### config.mk
export PLATFORM = sky130hd
export DESIGN_NAME = swap_regfile
export DESIGN_NICKNAME = d
export VERILOG_FILES = /design/src/rtl/swap_regfile.sv
export SDC_FILE = /design/constraint.sdc
export NUM_CORES = 1
export LEC_CHECK = 0
export BUFFER_PORTS_ARGS = -buffer_cell sky130_fd_sc_hd__clkbuf_2
export CORE_ASPECT_RATIO = 1.25
export CORE_UTILIZATION = 25
export CTS_CLUSTER_DIAMETER = 60
export DETAILED_ROUTE_END_ITERATION = 12
export GPL_TIMING_DRIVEN = 0
export PLACE_DENSITY = 0.48
export SLEW_MARGIN = 10
export SYNTH_ARGS = -nofsm -noshare
export SYNTH_HDL_FRONTEND = slang
export SYNTH_SLANG_ARGS = --single-unit
### constraint.sdc
create_clock -name clk -period 3.2 [get_ports clk]
set_input_delay 0.64 -clock clk [delete_from_list [all_inputs] [get_ports clk]]
set_output_delay 0.64 -clock clk [all_outputs]
set_load 0.02 [all_outputs]
### src/rtl/swap_regfile.sv
// swap_regfile: register file with a 3-phase swap sequencer (tmp<=A, A<=B, B<=tmp), a host write port and two read ports.
// SWAP_SAME_ADDR_SKIP_EN: equal-address swaps complete in one cycle without touching registers.
module swap_regfile #(
  parameter int DW = 8,
  parameter int AW = 2
) (
  input  logic          clk,
  input  logic          reset,
  input  logic          swap_valid,
  output logic          swap_ready,
  input  logic [AW-1:0] swap_addr_a,
  input  logic [AW-1:0] swap_addr_b,
  output logic          swap_done,
  output logic          busy,
  output logic [1:0]    phase,
  input  logic          wr_en,
  input  logic [AW-1:0] wr_addr,
  input  logic [DW-1:0] wr_data,
  output logic          wr_drop,
  input  logic [AW-1:0] rd_addr_a,
  input  logic [AW-1:0] rd_addr_b,
  output logic [DW-1:0] rd_data_a,
  output logic [DW-1:0] rd_data_b
);
  localparam int NREGS = 2 ** AW;
  typedef enum logic [1:0] {IDLE = 2'd0, S1 = 2'd1, S2 = 2'd2, S3 = 2'd3} state_t;
  state_t state, state_n;
  logic [DW-1:0] regs [NREGS];
  logic [DW-1:0] tmp;
  logic [AW-1:0] addr_a_q, addr_b_q;
  logic accept, skip, go;
  assign swap_ready = (state == IDLE);
  assign busy = (state != IDLE);
  assign phase = state;
  assign accept = swap_valid && swap_ready;
`ifdef SWAP_SAME_ADDR_SKIP_EN
  assign skip = accept && (swap_addr_a == swap_addr_b);
`else
  assign skip = 1'b0;
`endif
  assign go = accept && !skip;
  assign rd_data_a = regs[rd_addr_a];
  assign rd_data_b = regs[rd_addr_b];
  // S1..S3 advance unconditionally; S3 + 1 wraps back to IDLE
  always_comb begin
    state_n = (state == IDLE) ? (go ? S1 : IDLE) : state_t'(state + 2'd1);
  end
  always_ff @(posedge clk) begin
    if (reset) begin
      for (int i = 0; i < NREGS; i++) regs[i] <= '0;
      tmp <= '0;
      addr_a_q <= '0;
      addr_b_q <= '0;
      state <= IDLE;
      swap_done <= 1'b0;
      wr_drop <= 1'b0;
    end else begin
      state <= state_n;
      swap_done <= (state == S3) || skip;
      wr_drop <= wr_en && (state != IDLE);
      if (go) begin
        addr_a_q <= swap_addr_a;
        addr_b_q <= swap_addr_b;
      end
      if (wr_en && state == IDLE) regs[wr_addr] <= wr_data;
      if (state == S1) tmp <= regs[addr_a_q];
      if (state == S2) regs[addr_a_q] <= regs[addr_b_q];
      if (state == S3) regs[addr_b_q] <= tmp;
    end
  end
endmodule

After elaboration in Yosys (flattened, before gate mapping) --
Memory sizes are Yosys's and may differ from the RTL's. A register that Yosys moved wholly into a read port is not among the register bits. Index checks and enable logic that the tools add are counted.
Storage, ports and cells: input port bits 22, flip-flop bits (word level) 8, RAM bits 32, memories 1, output and inout bits 22, logic and storage cells 42
Cells by class: mux-type cells 24, $add $sub $neg 1, reduce and logical (&&, ||, !) cells 8, eq/ne operators 3
Memory list:
- regs | words 4, bits a word 8, rd ports 4, clocked after memory_dff 2, wr ports 4, RTL line 28 | logic [DW-1:0] regs [NREGS];
Operator list (number):
- 8-bit two-way mux | 3
- 8-bit OR reduction | 3
- 1-bit two-way mux | 15
- 2-bit two-way mux | 6
- 2-bit equality test, second input constant | 2
- 1-bit logical AND | 3
- 2-bit by 1-bit adder with 2-bit output, second input constant | 1
- 2-bit by 1-bit equality test with 1-bit output, second input constant | 1
- 2-bit logical NOT | 1
- 2-bit nonzero test | 1

Depth between registers and ports, before layout --
Gate-level depths: netlist (run 1).
depth in word-level cells 9, gate-level depth with buffers 8, mapped depth without buffers 6

Worst setup path before layout (run 1) --
No wires, ideal clock.
path type reg2reg, from register state[0], in the netlist phase[0], to memory regs[3][0], enable pin, period minus slack after synthesis 2.683 ns, setup time 0.383 ns, data arrival time 2.299 ns, stages on the path, launching flop included 9, required time 2.817 ns, path slack 0.517 ns, buffers on the path 2, cell sequence dfxtp_1 -> inv_1 -> ha_1 -> buf_2 -> nand4bb_1 -> nor2_1 -> o21a_1 -> clkbuf_1 -> nor3_1
RTL lines:
- start, declared | RTL line 27 | state_t state, state_n;
- start signal, assigned | RTL line 58 | state <= state_n;
- end, declared | RTL line 28

==> results of run 1 <==
==> cell type report <==
cell class | count | area (µm²)
fill | 1105 | 7400
sequential | 50 | 1320
multi-input combinational | 122 | 1310
timing repair buffer | 40 | 203
tap | 132 | 165
clock buffer | 5 | 125
buffer | 17 | 80.1
inverter | 12 | 45.0
clock inverter | 3 | 16.3
==> per-layer routing <==
metal	routed length (µm)	vias to the layer above	share of wire, %
li1	-	900	-
met1	2940	946	41
met2	3780	62	52
met3	272	23	3.8
met4	249	0	3.4
met5	0	-	0
==> worst min-delay path, stage by stage (launching register included) <==
cell     delay (ps)
dfxtp_1         320
nand2_1          50
a21oi_1          70
==> flip-flops by register name (all words and copies together), names as in the netlist, named ones only <==
register	flops
addr_a_q	2
regs	32
swap_done	1
tmp	8
phase	2
addr_b_q	2
wr_drop	1
==> kinds of logic after synthesis <==
kind of cell             synth area share [%]
AND/OR/NAND/NOR                          9.95
flip-flops                               48.0
multiplexers                             29.5
buffers and inverters                    4.54
AO/OA/AOI/OAI                            6.22
adder cells (fa/ha/maj)                  1.82
==> through the flow <==
stage	setup WS, ps	total power [mW]	hold WS (ps)	area, µm²
2_1_floorplan	517	0.998	451	2750
3_3_place_gp	-291	1.10	471	3110
3_5_place_dp	529	1.11	479	3130
4_1_cts	553	1.62	489	3270
5_1_grt	339	1.68	522	3270
6_report	599	1.61	487	3270
==> power by group <==
part	total, mW	internal, mW	switching (mW)
clock	0.518	0.286	0.232
sequential	0.771	0.738	0.0329
combinational	0.320	0.135	0.185
total	1.61	1.16	0.450
==> worst min-delay path by stage <==
stage	start	to	slack, ps
after detailed placement	addr_b_q[1]	addr_b_q[1]	480
after floorplan	addr_b_q[0]	flop	450
final	addr_b_q[1]	addr_b_q[1]	490
after CTS	addr_b_q[1]	addr_b_q[1]	490
after global routing	addr_b_q[1]	addr_b_q[1]	520
after global placement	addr_b_q[0]	addr_b_q[0]	470
==> cell usage in the layout (no fill, tap or decap), types with 3 or more instances in the layout <==
cell type,instances
mux4_1,3
nand3_1,4
mux2i_1,8
ha_1,4
nor3_1,24
buf_1,5
a222oi_1,8
clkbuf_1,4
inv_1,12
a21o_1,3
edfxtp_1,32
clkbuf_16,5
nor2_1,11
buf_2,7
mux4_2,29
clkbuf_2,39
a21oi_1,7
nand2_1,8
dfxtp_1,18
==> results.json, run 1 <==
{
  "diodes": 0,
  "cts_hold_buf": 0,
  "crit_cells": 8,
  "vias": 1931,
  "grt_usage_pct": 13.5,
  "dieArea_mm2": 0.0114,
  "slowest_delay_ps": 460,
  "tightestPinTransition_ps": 896,
  "finalCritPeriodShare_pct": 81.3,
  "grt_antenna_before_repair": 0,
  "route.detailed.drc": 0,
  "ys_warn_count": 0,
  "syn-cell-area_mm2": 0.00275,
  "syn_avg_cell_area_um2": 13.7,
  "grt_max_degree": 16,
  "relSlewSlack_pct": 40.1,
  "ys_types": 26,
  "cts_setup_buffers": 0,
  "clockBufferDepth": 2,
  "cp-startpoint": "phase[0]",
  "worstSetupStartpointType": "flop",
  "synthToLayoutAreaGrowth_pct": 18.7,
  "gp_congestion": 0.715,
  "fmax_ghz": 0.384,
  "criticalPathCategory": "flop to flop",
  "fin_util_pct": 30.6,
  "critPathBufInv": 3,
  "io_pins": 44,
  "rows": 42,
  "grt-busiest-layer": "met2",
  "rsz0062_at_grt": "false",
  "netlist.area_leader.share_pct": 34.9,
  "clock-root-buffer": "clkbuf_16",
  "grt_use_met2_pct": 22.8,
  "synthArstFlopShare_pct": 0,
  "wire_per_inst_um": 19.0,
  "hold_path_depth": 2,
  "status": "finished, final reports clean",
  "path_max_fanout": 10,
  "period_needed_ps": 2600,
  "drt_iter0_drc": 141,
  "grt_util_met1_pct": 16.4,
  "required_ps": 3140,
  "yosysMostFrequentCell": "edfxtp_1",
  "r2r_slack_ps": 600,
  "dp_cells": 373,
  "cts_tree": "built",
  "end_kind": "flop",
  "core_mm2": 0.0107,
  "routed_wl_um": 7240,
  "ys_seq_area_share_pct": 48.0,
  "p_per_area_mw_per_mm2": 492,
  "synthesis.nets": 227,
  "worstSkewPairLatency_ps": 290,
  "die_width_um": 95.9,
  "cpMaxStageDelayCell": "a21o_1",
  "synthCells": 201,
  "cts_buffers": 5,
  "synthFlopType": "edfxtp_1",
  "port_buffers": 39,
  "maxCapViolCount": 0,
  "fin_skew_ps": 5.56,
  "cts_resized": 0,
  "hold_viol": 0,
  "path_clk_slew_ps": 70,
  "peakVddDrop_mv": 0.236,
  "reg2reg_depth": 8,
  "p_leak_nw": 1.23,
  "r2r_start": "phase[0]",
  "hold_class": "flop to flop",
  "r2r_end": "regs[0][0]",
  "synthTopCellsByCount": "edfxtp_1 (32), mux4_2 (29), nor3_1 (25), dfxtp_1 (18), inv_1 (12)",
  "grtUsageMet3_pct": 2.43,
  "synth.largest_area_cell": "edfxtp_1",
  "layout.nets": 274,
  "synth_area_leaders": "edfxtp_1 (35%), mux4_2 (24%), dfxtp_1 (13%), nor3_1 (4.5%), a222oi_1 (2.9%)",
  "crit_chain": "inv_1 > ha_1 > buf_2 > nand4bb_1 > nor2_1 > o21a_1 > clkbuf_1 > a21o_1",
  "vias_per_cell": 5.07,
  "crit_family": "buffers and inverters",
  "grt_pass1_vias": 2019,
  "drt_pass1_iterations": 4,
  "hpwl_um": 5100,
  "cp_data_arrival_time_ps": 2540,
  "grt_remaining_overflow": 0,
  "synth.ff_latch_count": 50,
  "finalSetupViolations": 0,
  "clkSinkCount": 50,
  "grt_pass1_wl_um": 11000,
  "stdcell_count": 381,
  "dieHeight_um": 119,
  "synth-edff-count": 32,
  "htreeDepth": 2,
  "slew_violations": 0,
  "endpoint": "regs[0][0]",
  "setup_tns_ps": 0,
  "antenna_left": 0,
  "start_util_pct": 25.8,
  "drive_above_1_share_pct": 34.5
}
Power figures use the tool's default switching activity.
==> run 2: changes to the inputs <==
--- a/config.mk
+++ b/config.mk
@@ -5,13 +5,14 @@
 export SDC_FILE = /design/constraint.sdc
 export NUM_CORES = 1
 export LEC_CHECK = 0
+export ABC_AREA = 1
 export BUFFER_PORTS_ARGS = -buffer_cell sky130_fd_sc_hd__clkbuf_2
 export CORE_ASPECT_RATIO = 1.25
 export CORE_UTILIZATION = 25
 export CTS_CLUSTER_DIAMETER = 60
 export DETAILED_ROUTE_END_ITERATION = 12
 export GPL_TIMING_DRIVEN = 0
-export PLACE_DENSITY = 0.48
+export PLACE_DENSITY = 0.49
 export SLEW_MARGIN = 10
 export SYNTH_ARGS = -nofsm -noshare
 export SYNTH_HDL_FRONTEND = slang
==> constraint.sdc (replaced) <==
create_clock -name clk -period 2.3 [get_ports clk]
set_input_delay 0.46 -clock clk [delete_from_list [all_inputs] [get_ports clk]]
set_output_delay 0.46 -clock clk [all_outputs]
set_load 0.02 [all_outputs]
==> run 2 against run 1 <==
Against the previous run: clock skew up 3.1 ps; flip-flop and latch count unchanged; highest routed layer unchanged; die area up 18%; final cell count up 80%; critical path type is now primary input to primary output; largest power group unchanged; first-iteration DRC count up 68%; combinational power up 140%; sequential share of layout area down 6.2 points; hold slack worse by 75 ps.
==> results.json, run 2 <==
{
  "status": "finished, final reports clean",
  "slew_violations": 0,
  "hold_class": "primary input to flop",
  "syn_avg_cell_area_um2": 6.99,
  "p_comb_share_pct": 28.4,
  "peakVddDrop_mv": 0.355,
  "setup_tns_ps": 0,
  "drive_above_1_share_pct": 17.0,
  "nFillCells": 1389,
  "endpoint": "rd_data_b[3]",
  "cts_hold_buf": 0,
  "wire_per_inst_um": 15.2,
  "route.detailed.drc": 0,
  "cp_data_arrival_time_ps": 1690,
  "port_buffers": 41,
  "required_ps": 1840,
  "routed_wl_um": 10400,
  "ys_types": 24,
  "grt_usage_pct": 15.9,
  "design_area_mm2": 0.00386,
  "antenna_left": 0,
  "fin_skew_ps": 8.68,
  "io_pins": 44,
  "synth_area_leaders": "edfxtp_1 (29%), nand2_1 (13%), a21oi_1 (12%), dfxtp_1 (11%), inv_1 (9.2%)",
  "criticalPathCategory": "primary input to primary output",
  "synthToLayoutAreaGrowth_pct": 18.1,
  "dp_cells": 677,
  "layout_common_cells": "nand2_1 (109), inv_1 (80), a21oi_1 (76), clkbuf_2 (42), o21ai_0 (35)",
  "die_width_um": 104,
  "worstSetupStartpointType": "primary input",
  "cp-startpoint": "rd_addr_b[1]",
  "place_area_mm2": 0.00368,
  "end_kind": "primary output",
  "layout.nets": 542,
  "ys_seq_area_share_pct": 40.4,
  "netlist.area_leader.share_pct": 29.4,
  "synthCells": 468,
  "synth.largest_area_cell": "edfxtp_1",
  "p_per_area_mw_per_mm2": 696,
  "finalCritPeriodShare_pct": 93.4,
  "cpMaxStageDelayCell": "clkbuf_1",
  "synthesis.nets": 494,
  "clockBufferDepth": 2,
  "period_needed_ps": 2150,
  "clkSinkCount": 50,
  "ys_warn_count": 0,
  "rsz0062_at_grt": "false",
  "crit_chain": "clkbuf_2 > inv_1 > clkbuf_1 > o21ai_0 > a21oi_1 > a21oi_1 > clkbuf_2",
  "top_register": "regs",
  "r2r_slack_ps": 200,
  "r2r_start": "phase[0]",
  "finalWorstSetupSlack_ps": 151,
  "largest_reg_flops": 32,
  "p_sw_mw": 0.957,
  "p_clk_share_pct": 29.0,
  "rows": 46,
  "htreeDepth": 2,
  "p_total_mw": 2.69,
  "worstSkewPairLatency_ps": 300,
  "cts_tree": "built",
  "reg.largest.list": "regs: 32 flops, tmp: 8 flops",
  "dieHeight_um": 130,
  "path_max_fanout": 10,
  "diodes": 0,
  "fmax_ghz": 0.465,
  "grt_remaining_overflow": 0,
  "synth.ff_latch_count": 50,
  "cts_buffers": 5,
  "syn-cell-area_mm2": 0.00327,
  "hold_viol": 0,
  "grt_pass1_vias": 3014,
  "synthArstFlopShare_pct": 0,
  "yosysMostFrequentCell": "nand2_1",
  "reg2reg_depth": 9,
  "vias": 3192,
  "vias_per_cell": 4.66,
  "clock-root-buffer": "clkbuf_16",
  "maxCapViolCount": 0,
  "gp_congestion": 0.910,
  "final_common_cell": "nand2_1",
  "pwr-share-seq_pct": 42.6,
  "hpwl_um": 8090,
  "grt_pass1_wl_um": 16300,
  "drt_iter0_drc": 237,
  "synthFlopType": "edfxtp_1",
  "relSlewSlack_pct": 64.5,
  "r2r_end": "regs[2][5]",
  "slowest_delay_ps": 390,
  "p_leak_nw": 1.85,
  "synthTopCellsByCount": "nand2_1 (112), inv_1 (80), a21oi_1 (76), nor2_1 (35), o21ai_0 (35)",
  "core_mm2": 0.0127,
  "finalSetupViolations": 0,
  "switching_share_pct": 35.6,
  "path_clk_slew_ps": 70,
  "drt_pass1_iterations": 5,
  "dieArea_mm2": 0.0135,
  "synth-edff-count": 32,
  "post-place-ws_ps": -164,
  "stdcell_count": 685,
  "tightestPinTransition_ps": 532,
  "start_util_pct": 25.7,
  "grt_max_degree": 16,
  "grt_antenna_before_repair": 0,
  "intPower_mw": 1.73
}
run 2: metrics by stage:
| stage | hold slack (ps) | util, % |
|---|---|---|
| detailed placement | 478 | 29.0 |
| finish | 412 | 30.4 |
| global placement | 468 | 29.0 |
| floorplan | 441 | - |
| global route | 418 | 30.4 |
| CTS | 404 | 30.2 |
run 2: final cells by class:
cell class	count	area [µm²]	area share, %
inverter	84	315	8.16
timing repair buffer	41	205	5.31
buffer	20	110	2.85
sequential	50	1320	34.2
tap	168	210	5.44
clock buffer	6	139	3.60
clock inverter	2	12.5	0.324
multi-input combinational	314	1550	40.1
run 2: worst min path at each step:
stage	start	to	slack [ps]	cells past startpoint
after global placement	addr_b_q[0]	flop	470	2
after floorplan	addr_b_q[0]	flop	440	2
after detailed placement	addr_b_q[0]	flop	480	2
after CTS	wr_en	wr_drop	400	3
after global routing	wr_en	wr_drop	420	3
final	wr_en	wr_drop	410	3
run 2: per-layer routing:
layer	track usage [%]	vias to the layer above	wire length (µm)	part of all wire, %
li1	-	1592	-	-
met1	18.6	1477	4410	42
met2	28.3	105	5180	50
met3	3.20	18	541	5.2
met4	6.81	0	315	3.0
met5	0	-	0	0
run 2: timing repair:
item / 4_1_cts / 5_1_grt
pin swaps: 0 / 1
hold endpoints to repair: 0 / 0
gates cloned: 0 / 0
buffers inserted: 0 / 0
resized for setup: 3 / 6
endpoints found under the setup margin: 24 / 33
run 2: critical path, delay by kind of cell:
kind	cells	cell delay (ps)
buffers and inverters	4	800
AOI/OAI and AO/OA	3	430
run 2: cells by family after synthesis:
kind of cell	Yosys count	share of synthesized area (%)
and+or+nand+nor	195	26.8
DFF	50	40.4
AOI/OAI and AO/OA	115	18.3
adders and majority gates	4	1.53
buffers and inverters	104	13.0
run 2: power by group through the flow:
| stage | sequential [mW] | clock (mW) | combinational (mW) |
|---|---|---|---|
| final | 1.14 | 0.779 | 0.764 |
| after CTS | 1.15 | 0.794 | 0.756 |
| after global routing | 1.16 | 0.818 | 0.848 |
| after floorplan | 1.14 | 0 | 0.515 |
| after detailed placement | 1.17 | 0 | 0.751 |
| after global placement | 1.16 | 0 | 0.740 |
